--- config.mk ---
export PLATFORM = sky130hd
export DESIGN_NAME = instr_fetch
export DESIGN_NICKNAME = d
export VERILOG_FILES = /design/src/rtl/core_pkg.sv /design/src/rtl/fetch_fifo.sv /design/src/rtl/instr_fetch.sv
export SDC_FILE = /design/constraint.sdc
export NUM_CORES = 1
export LEC_CHECK = 0
export CORE_MARGIN = 3
export CORE_UTILIZATION = 45
export DETAILED_ROUTE_END_ITERATION = 10
export PLACE_DENSITY_LB_ADDON = 0.15
export SLEW_MARGIN = 20
export SYNTH_ARGS = -nofsm -noshare
export SYNTH_HDL_FRONTEND = slang
export SYNTH_SLANG_ARGS = --single-unit
--- constraint.sdc ---
create_clock -name clk -period 8.9 [get_ports clk]
set_input_delay 2.225 -clock clk [delete_from_list [all_inputs] [get_ports clk]]
set_output_delay 2.225 -clock clk [all_outputs]
set_load 0.03 [all_outputs]
--- src/rtl/core_pkg.sv ---
// Shared core definitions: data width, reset vector, NOP encoding, fetch FSM states.
// No logic of its own, so no latency.
// No flow control of its own, so no backpressure.
package core_pkg;

   localparam int              XLEN             = 32;
   localparam logic [XLEN-1:0] RESET_PC_DEFAULT = 32'h0000_0000;
   localparam logic [XLEN-1:0] NOP_INSTR        = 32'h0000_0013;

   typedef enum logic {
      FETCH_BOOT = 1'b0,
      FETCH_RUN  = 1'b1
   } fetch_state_e;

   // One fetched instruction together with the byte address it came from.
   typedef struct packed {
      logic [XLEN-1:0] pc;
      logic [XLEN-1:0] instr;
   } fetch_entry_t;

   // The fetch path only handles word-aligned addresses.
   function automatic logic [XLEN-1:0] word_align(input logic [XLEN-1:0] addr);
      return {addr[XLEN-1:2], 2'b00};
   endfunction

endpackage

--- src/rtl/fetch_fifo.sv ---
// Instruction buffer: small FIFO of {pc,instr} entries with a synchronous flush.
// Latency: a pushed entry is visible at the head the cycle after the push.
// Backpressure: none internally; the caller only pushes when it has reserved a slot.
module fetch_fifo
   import core_pkg::*;
#(
   parameter  int DEPTH = 2,
   localparam int CNT_W = $clog2(DEPTH + 1),
   localparam int PTR_W = $clog2(DEPTH)
) (
   input  logic             clk,
   input  logic             rst,
   input  logic             flush,
   input  logic             push,
   input  fetch_entry_t     push_dat,
   input  logic             pop,
   output fetch_entry_t     head_dat,
   output logic [CNT_W-1:0] count,
   output logic             empty
);

   fetch_entry_t     mem_q [DEPTH];
   logic [PTR_W-1:0] wr_ptr;
   logic [PTR_W-1:0] rd_ptr;
   logic             do_pop;

   // DEPTH need not be a power of two, so pointers wrap explicitly.
   function automatic logic [PTR_W-1:0] next_ptr(input logic [PTR_W-1:0] p);
      return (p == PTR_W'(DEPTH - 1)) ? '0 : p + PTR_W'(1);
   endfunction

   assign empty    = (count == '0);
   assign do_pop   = pop && !empty;
   // Head is zeroed when empty so the outputs are clean out of reset.
   assign head_dat = empty ? '0 : mem_q[rd_ptr];

   // Storage write; data needs no reset since the count gates visibility.
   always_ff @(posedge clk) begin
      if (push && !flush)
         mem_q[wr_ptr] <= push_dat;
   end

   // Pointer and occupancy tracking; flush empties the buffer in one edge.
   always_ff @(posedge clk or posedge rst) begin
      if (rst) begin
         wr_ptr <= '0;
         rd_ptr <= '0;
         count  <= '0;
      end else if (flush) begin
         wr_ptr <= '0;
         rd_ptr <= '0;
         count  <= '0;
      end else begin
         if (push)
            wr_ptr <= next_ptr(wr_ptr);
         if (do_pop)
            rd_ptr <= next_ptr(rd_ptr);
         case ({push, do_pop})
            2'b10:   count <= count + CNT_W'(1);
            2'b01:   count <= count - CNT_W'(1);
            default: count <= count;
         endcase
      end
   end

endmodule

--- src/rtl/instr_fetch.sv ---
// Instruction fetch: issues sequential word reads, buffers responses, serves decode in order.
// Latency: 2 cycles from issue to id_valid with an empty buffer; 1 instr/cycle sustained.
// Backpressure: id_ready low fills the buffer; issue stops once buffer plus in-flight reach BUF_DEPTH.
module instr_fetch
   import core_pkg::*;
#(
   parameter logic [XLEN-1:0] RESET_PC  = RESET_PC_DEFAULT,
   parameter int              BUF_DEPTH = 2
) (
   input  logic            clk,
   input  logic            rst,
   output logic            imem_en,
   output logic [XLEN-1:0] pc_addr,
   input  logic [XLEN-1:0] instr_in,
   input  logic            redirect_valid,
   input  logic [XLEN-1:0] redirect_pc,
   output logic            id_valid,
   output logic [XLEN-1:0] id_instr,
   output logic [XLEN-1:0] id_pc,
   input  logic            id_ready
);

   localparam int CNT_W = $clog2(BUF_DEPTH + 1);

   fetch_state_e     state;
   logic [XLEN-1:0]  pc_reg;
   logic [XLEN-1:0]  tag_pc;
   logic             inflight;

   logic             redir;
   logic [XLEN-1:0]  redir_tgt;
   logic             pop;
   logic             push;
   logic [3:0]       occ;
   logic [CNT_W-1:0] fifo_cnt;
   logic             fifo_empty;
   fetch_entry_t     head;
   fetch_entry_t     push_entry;

   // Reset dominates a redirect so the outputs read as cleared while rst is high.
   assign redir     = redirect_valid && !rst;
   assign redir_tgt = word_align(redirect_pc);

   // A redirect hides the head so stale instructions never hand off that cycle.
   assign id_valid  = !fifo_empty && !redir;
   assign id_instr  = head.instr;
   assign id_pc     = head.pc;
   assign pop       = id_valid && id_ready;

   // Responses in flight during a redirect belong to the old stream and are dropped.
   assign push       = inflight && !redir;
   assign push_entry = '{pc: tag_pc, instr: instr_in};

   // Slots committed after this cycle's pop; an issue is allowed only if one remains.
   assign occ = 4'(fifo_cnt) + 4'(inflight) - 4'(pop);

   // Memory request: redirect target takes the port immediately, else sequential fetch in RUN.
   always_comb begin
      imem_en = 1'b0;
      pc_addr = pc_reg;
      if (redir) begin
         imem_en = 1'b1;
         pc_addr = redir_tgt;
      end else if (state == FETCH_RUN) begin
         imem_en = (occ < 4'(BUF_DEPTH));
      end
   end

   // Fetch FSM, PC advance and in-flight tracking; BOOT spends one idle cycle after reset.
   always_ff @(posedge clk or posedge rst) begin
      if (rst) begin
         state    <= FETCH_BOOT;
         pc_reg   <= RESET_PC;
         tag_pc   <= '0;
         inflight <= 1'b0;
      end else begin
         state <= FETCH_RUN;
         if (redir) begin
            pc_reg   <= redir_tgt + XLEN'(4);
            tag_pc   <= redir_tgt;
            inflight <= 1'b1;
         end else if (imem_en) begin
            pc_reg   <= pc_reg + XLEN'(4);
            tag_pc   <= pc_reg;
            inflight <= 1'b1;
         end else begin
            inflight <= 1'b0;
         end
      end
   end

   fetch_fifo #(
      .DEPTH (BUF_DEPTH)
   ) u_buf (
      .clk      (clk),
      .rst      (rst),
      .flush    (redir),
      .push     (push),
      .push_dat (push_entry),
      .pop      (pop),
      .head_dat (head),
      .count    (fifo_cnt),
      .empty    (fifo_empty)
   );

endmodule

==> metrics.yaml <==
outcome:
  outcome: "finished clean"
hold_path:
  min-delay-start: "tag_pc[4]"
  hp-class: "flip-flop to flip-flop"
cts:
  cts_made_buffers: 17
  clk_pin_slew_worst_paths_ns: 0.06
  htree_levels: 4
  clockBufferDepth: 2
  cts_tree: "yes"
  insertion_delay_ns: 0.42
  post_cts_buffers: 0
  cts_hold_buf: 0
  cts_num_sinks: 190
  root_buffer: "clkbuf_16"
  cts_resized: 0
pwr:
  power_density_nw_per_um2: 364
  power.share.clock: 0.202
  power_switching_uw: 1590
  switching_share: 0.391
  seq_power_share: 0.370
  internal_power_uw: 2480
  combPwrFrac: 0.428
  p_leak_uw: 0.00416
  peakVddDrop_mv: 0.188
worst_setup_path:
  crit_path_start: "rst"
  crit_required_ns: 6.68
  cp_num_buf_inv: 4
  r2r_slack_ns: 4.95
  cp_slowest_cell: "clkdlybuf4s50_1"
  cp_slowest_stage_delay_ns: 0.59
  crit_arrival_ns: 5.22
  r2r-start: "u_buf.count[1]"
  worstPathMaxFanout: 26
  crit_type: "input pin to output pin"
  crit_chain: "clkdlybuf4s50_1 > nor2b_4 > nor3_1 > ha_1 > nor2b_1 > fa_1 > nor2b_1 > o2111ai_1 > and2_1 > buf_4 > inv_2 > buf_4"
  reg2reg_to: "pc_reg[13]"
  cp_top_family: "buffers and inverters"
  crit_cells: 12
  cp-endpoint: "imem_en"
  endpoint_kind: "output pin"
  worstSetupStartpointType: "input pin"
  rr_worst_depth: 14
synthesis:
  synth.area.top_cells: "edfxtp_1, dfrtp_1, mux2i_1"
  synth_seq_area_share: 0.612
  yosysMostFrequentCell: "nor2_1"
  yosys-top-cells-count: "nor2_1, edfxtp_1, nand2_1"
  synth_edf_count: 124
  synth_top_cell_area_share: 0.424
  synth.distinct_cells: 57
  yosysWarnings: 0
  synth_area_um2: 8780
  syn_avg_cell_area_um2: 11.7
  ys_async_sr_fraction: 0.347
  synth-main-ff-cell: "edfxtp_1"
  ys_seq_elements: 190
  syn_inst: 749
  synth_top_area_cell: "edfxtp_1"
timing:
  skew_ns: 0.0107
  fmax_mhz: 134
  slew_viol_final: 0
  rsz0062_at_grt: "false"
  worst_pin_slew_ns: 1.13
  relSlewSlack: 0.249
  setup_violations: 0
  finalCritPeriodShare: 0.836
  tns_ns: 0
  setup_ws_ns: 1.46
  hold_viol: 0
  fin_crit_ns: 7.44
global_route:
  grt_pass1_wl_mm: 31.6
  antenna_found_initial: 0
  grt_max_degree: 85
  grt_pass1_vias: 6150
  overflow: 0
  globalRouteTotalUtil: 0.185
floorplan:
  fp.dieH_um: 146
  start_util: 0.463
  coreArea_um2: 19000
  die_area_um2: 21200
  die_width_um: 146
  num_rows: 50
  io_pins: 166
layout:
  largest_reg_flops: 124
  nets: 967
  synthToLayoutAreaGrowth_pct: 27.6
  regArea_um2: 5380
  n_antenna_cell: 0
  drive_gt1_frac: 0.0771
  multi_input_area_um2: 3150
  n_fill_cell: 1573
routing:
  vias_per_cell: 5.11
  vias: 5971
  drtIter0Drc: 275
  drc: 0
  ant_nets: 0
  route.detailed.wl_per_inst_um: 16.5
  drt_pass1_iterations: 4
  wl_mm: 19.2
run:
  maxCapViolations: 0
placement:
  port_buffers: 159
  dp_slack_ns: 1.53
  dp_hpwl_mm: 12.7
  gp_congestion: 0.809
metrics by stage:
step | hold WS, ns | total power, µW | instance area (µm²) | std cells | util
2_1_floorplan | 0.438 | 2630 | 8790 | 752 | -
3_3_place_gp | 0.451 | 3230 | 10600 | 1136 | 0.557
3_5_place_dp | 0.457 | 3280 | 10600 | 1136 | 0.557
4_1_cts | 0.471 | 4110 | 11200 | 1168 | 0.591
5_1_grt | 0.485 | 4320 | 11200 | 1168 | 0.591
6_report | 0.473 | 4070 | 11200 | 1168 | 0.591
routing by layer:
layer,part of all wire,up-vias,track usage
li1,-,2886,-
met1,0.46,2896,0.254
met2,0.48,179,0.298
met3,0.054,10,0.0458
met4,0.0065,0,0.0437
met5,0,-,0
power by group through the flow:
stage / sequential, µW / combinational, µW / clock (µW)
global placement: 1510 / 1730 / 0
finish: 1510 / 1740 / 822
global route: 1550 / 1890 / 876
detailed placement: 1530 / 1760 / 0
CTS: 1510 / 1760 / 837
floorplan: 1420 / 1210 / 0
cells by family after synthesis:
group	after synthesis	share of synthesized area
xor gates and xnor gates	32	0.0319
adders and majority gates	4	0.00655
AOI/OAI and AO/OA	61	0.0466
other	2	0.000855
buffers and inverters	61	0.0338
DFF	190	0.612
muxes	94	0.116
and+or+nand+nor	305	0.153
area by class of cell:
cell class | instances | area share
multi-input cells | 501 | 0.281
inverters | 19 | 0.00637
clock inverters | 10 | 0.0166
well taps | 260 | 0.0290
clock buffers | 22 | 0.0405
flip-flops and latches | 190 | 0.480
repair buffers | 166 | 0.147
cells in the final DEF (no fill, tap or decap), types with 4 or more instances in the layout:
| master | netlist | final |
|---|---|---|
| clkbuf_1 | 17 | 4 |
| bufinv_16 | 0 | 5 |
| mux2i_4 | 4 | 4 |
| inv_1 | 18 | 17 |
| xnor2_1 | 29 | 29 |
| nor2b_1 | 5 | 4 |
| nor2_1 | 155 | 153 |
| a31oi_1 | 5 | 5 |
| a21oi_1 | 31 | 31 |
| mux2i_1 | 81 | 81 |
| buf_4 | 6 | 8 |
| nand2_1 | 93 | 93 |
| dfrtp_1 | 66 | 65 |
| mux2i_2 | 4 | 4 |
| mux2_2 | 4 | 4 |
| conb_1 | 2 | 5 |
| and3_1 | 15 | 14 |
| nor3_1 | 9 | 9 |
| nor4_1 | 4 | 4 |
| clkdlybuf4s50_1 | 0 | 158 |
| edfxtp_1 | 124 | 124 |
| nand3_1 | 8 | 8 |
| o21ai_0 | 4 | 4 |
| clkbuf_16 | 0 | 17 |
how the worst min path moves through the flow:
stage / end / slack (ns) / cells past startpoint
6_report: u_buf.mem_q[1][36] / 0.47 / 0
5_1_grt: u_buf.mem_q[0][52] / 0.49 / 0
4_1_cts: u_buf.mem_q[0][40] / 0.47 / 0
3_5_place_dp: u_buf.mem_q[0][40] / 0.46 / 0
3_3_place_gp: u_buf.mem_q[0][62] / 0.45 / 0
2_1_floorplan: u_buf.mem_q[0][52] / 0.44 / 0
No activity file was read; power rests on OpenSTA's default activity.
==> variant, RTL diff (same flow settings) <==
Make the reset (`rst`) synchronous in 2 clocked blocks.
--- a/src/rtl/fetch_fifo.sv
+++ b/src/rtl/fetch_fifo.sv
@@ -41,7 +41,7 @@
    end
 
    // Pointer and occupancy tracking; flush empties the buffer in one edge.
-   always_ff @(posedge clk or posedge rst) begin
+   always_ff @(posedge clk) begin
       if (rst) begin
          wr_ptr <= '0;
          rd_ptr <= '0;
--- a/src/rtl/instr_fetch.sv
+++ b/src/rtl/instr_fetch.sv
@@ -67,7 +67,7 @@
    end
 
    // Fetch FSM, PC advance and in-flight tracking; BOOT spends one idle cycle after reset.
-   always_ff @(posedge clk or posedge rst) begin
+   always_ff @(posedge clk) begin
       if (rst) begin
          state    <= FETCH_BOOT;
          pc_reg   <= RESET_PC;
Check against the original RTL: differs if rst is asserted again (counterexample within 4 cycles, from zero or initial values and one cycle with rst high); with rst held inactive, the same outputs for 4 cycles.
==> variant against the unedited design <==
Setup slack lost 120 ps; area after synthesis decreased by 2.8%; synthesized cell count up 3.2%; cell area down 2.8%; sequential cell count increased by 1; count of clock-buffer cells in the layout unchanged; critical path depth increased by 2; wire length increased by 6.1%; cell count shrank 1.1%; maximum frequency shrank 1.6%; sequential share of layout area fell by 1.5 points; critical path type unchanged; critical endpoint unchanged; largest cell class unchanged.
Power is not compared: it rests on default switching activity, and its combinational part moved more than twofold at a synthesized area within 25%.
==> variant: results (changes against the unedited design) <==
layout cells sized above 1 6.80% (was 7.71%); vias in the first global route 6074 (was 6150); Post-synth ARST share 0% (was 34.7%); status finished, final reports clean (unchanged); clock skew 10.3 ps (was 10.7 ps); Final WS setup 1340 ps (was 1460 ps); CTS Buffer Depth 2 (unchanged); Distinct cells, synth 52 (was 57); post-synthesis xor/xnor area fraction 1.23% (was 3.19%); drt total wl 20400 µm (was 19200 µm); Critical-path top delay cell clkdlybuf4s50_1 (unchanged); gr usage total 19.7% (was 18.5%); R2R depth 16 (was 14); Post-DP HPWL 13500 µm (was 12700 µm); R2R Path End pc_reg[28] (was pc_reg[13]); Seq/Total Area, Yosys 59.3% (was 61.2%); CP Data Arrival Time 5330 ps (was 5220 ps); Synth Area in Adders 0.821% (was 0.655%); worst r2r src u_buf.count[1] (unchanged); global-route wire length before repair 31800 µm (was 31600 µm); Slew @ Worst Pin 899 ps (was 1130 ps); worst-case hold slack 453 ps (was 473 ps); Fillers 1523 (was 1573); YS warnings 0 (unchanged); top cells by count, synth edfxtp_1, nor2_1, mux2i_1 (was nor2_1, edfxtp_1, nand2_1); worst vdd ir between 100 and 150 µV; R2R setup slack 5070 ps (was 4950 ps); Critical Path Start redirect_valid (was rst); via count 6325 (was 5971); pin count of the biggest net entering global routing 79 (was 85); worst-path maximum fanout 10 (was 26); multiplexer share of the synthesized area 12.1% (was 11.6%); worst hold path startpoint tag_pc[13] (was tag_pc[4]); hold path depth 0 (unchanged); area fraction in compound gates after synthesis 5.29% (was 4.66%); Hold Path Class reg -> reg (unchanged); Hold Path End u_buf.mem_q[1][45] (was u_buf.mem_q[1][36]); drt pass-1 iters 7 (was 4); synth top area cells edfxtp_1, dfxtp_1, mux2i_1 (was edfxtp_1, dfrtp_1, mux2i_1); First DRT Iteration DRCs 516 (was 275); Resized cells post-CTS 0 (unchanged); EDFF count, synth 124 (unchanged); RePlAce Congestion 0.878 (was 0.809); Layout Nets 986 (was 967)
variant: per-stage QoR:
step | std cells | cell area [µm²] | util, %
after floorplan | 776 | 8550 | -
after global placement | 1123 | 10300 | 56.2
after detailed placement | 1123 | 10300 | 56.2
after CTS | 1155 | 10900 | 59.6
after global routing | 1155 | 10900 | 59.6
final | 1155 | 10900 | 59.6
variant: final cells by class:
cell class                 count  area [µm²]  area share [%]
clock inverter                10         106           0.977
sequential                   191        5070            46.6
inverter                      20        75.1           0.689
multi-input combinational    514        3180            29.2
clock buffer                  22         508            4.67
tap                          229         287            2.63
timing repair buffer         169        1660            15.2
variant: metal layers:
metal	up-vias	GRT usage, %	part of all wire [%]
li1	3046	-	-
met1	2991	26.3	43
met2	257	32.9	49
met3	31	3.86	6.5
met4	0	5.45	1.4
met5	-	0	0
variant: power by group through the flow:
stage | clock [mW] | sequential, mW | combinational (mW)
4_1_cts | 0.793 | 1.02 | 0.302
3_3_place_gp | 0 | 1.04 | 0.296
3_5_place_dp | 0 | 1.04 | 0.301
6_report | 0.779 | 1.02 | 0.301
5_1_grt | 0.830 | 1.03 | 0.325
2_1_floorplan | 0 | 1.04 | 0.186
variant: kinds of logic after synthesis:
group | Yosys count
AOI/OAI and AO/OA | 63
xor gates and xnor gates | 12
adders and majority gates | 5
buffers and inverters | 71
DFF | 191
muxes | 100
other | 1
and+or+nand+nor | 330
variant: worst max-delay path, delay by kind of cell:
family	cells	cell delay (ps)
AOI/OAI and AO/OA	1	350
buffers and inverters	5	1140
and+or+nand+nor	6	980
adders and majority gates	2	620
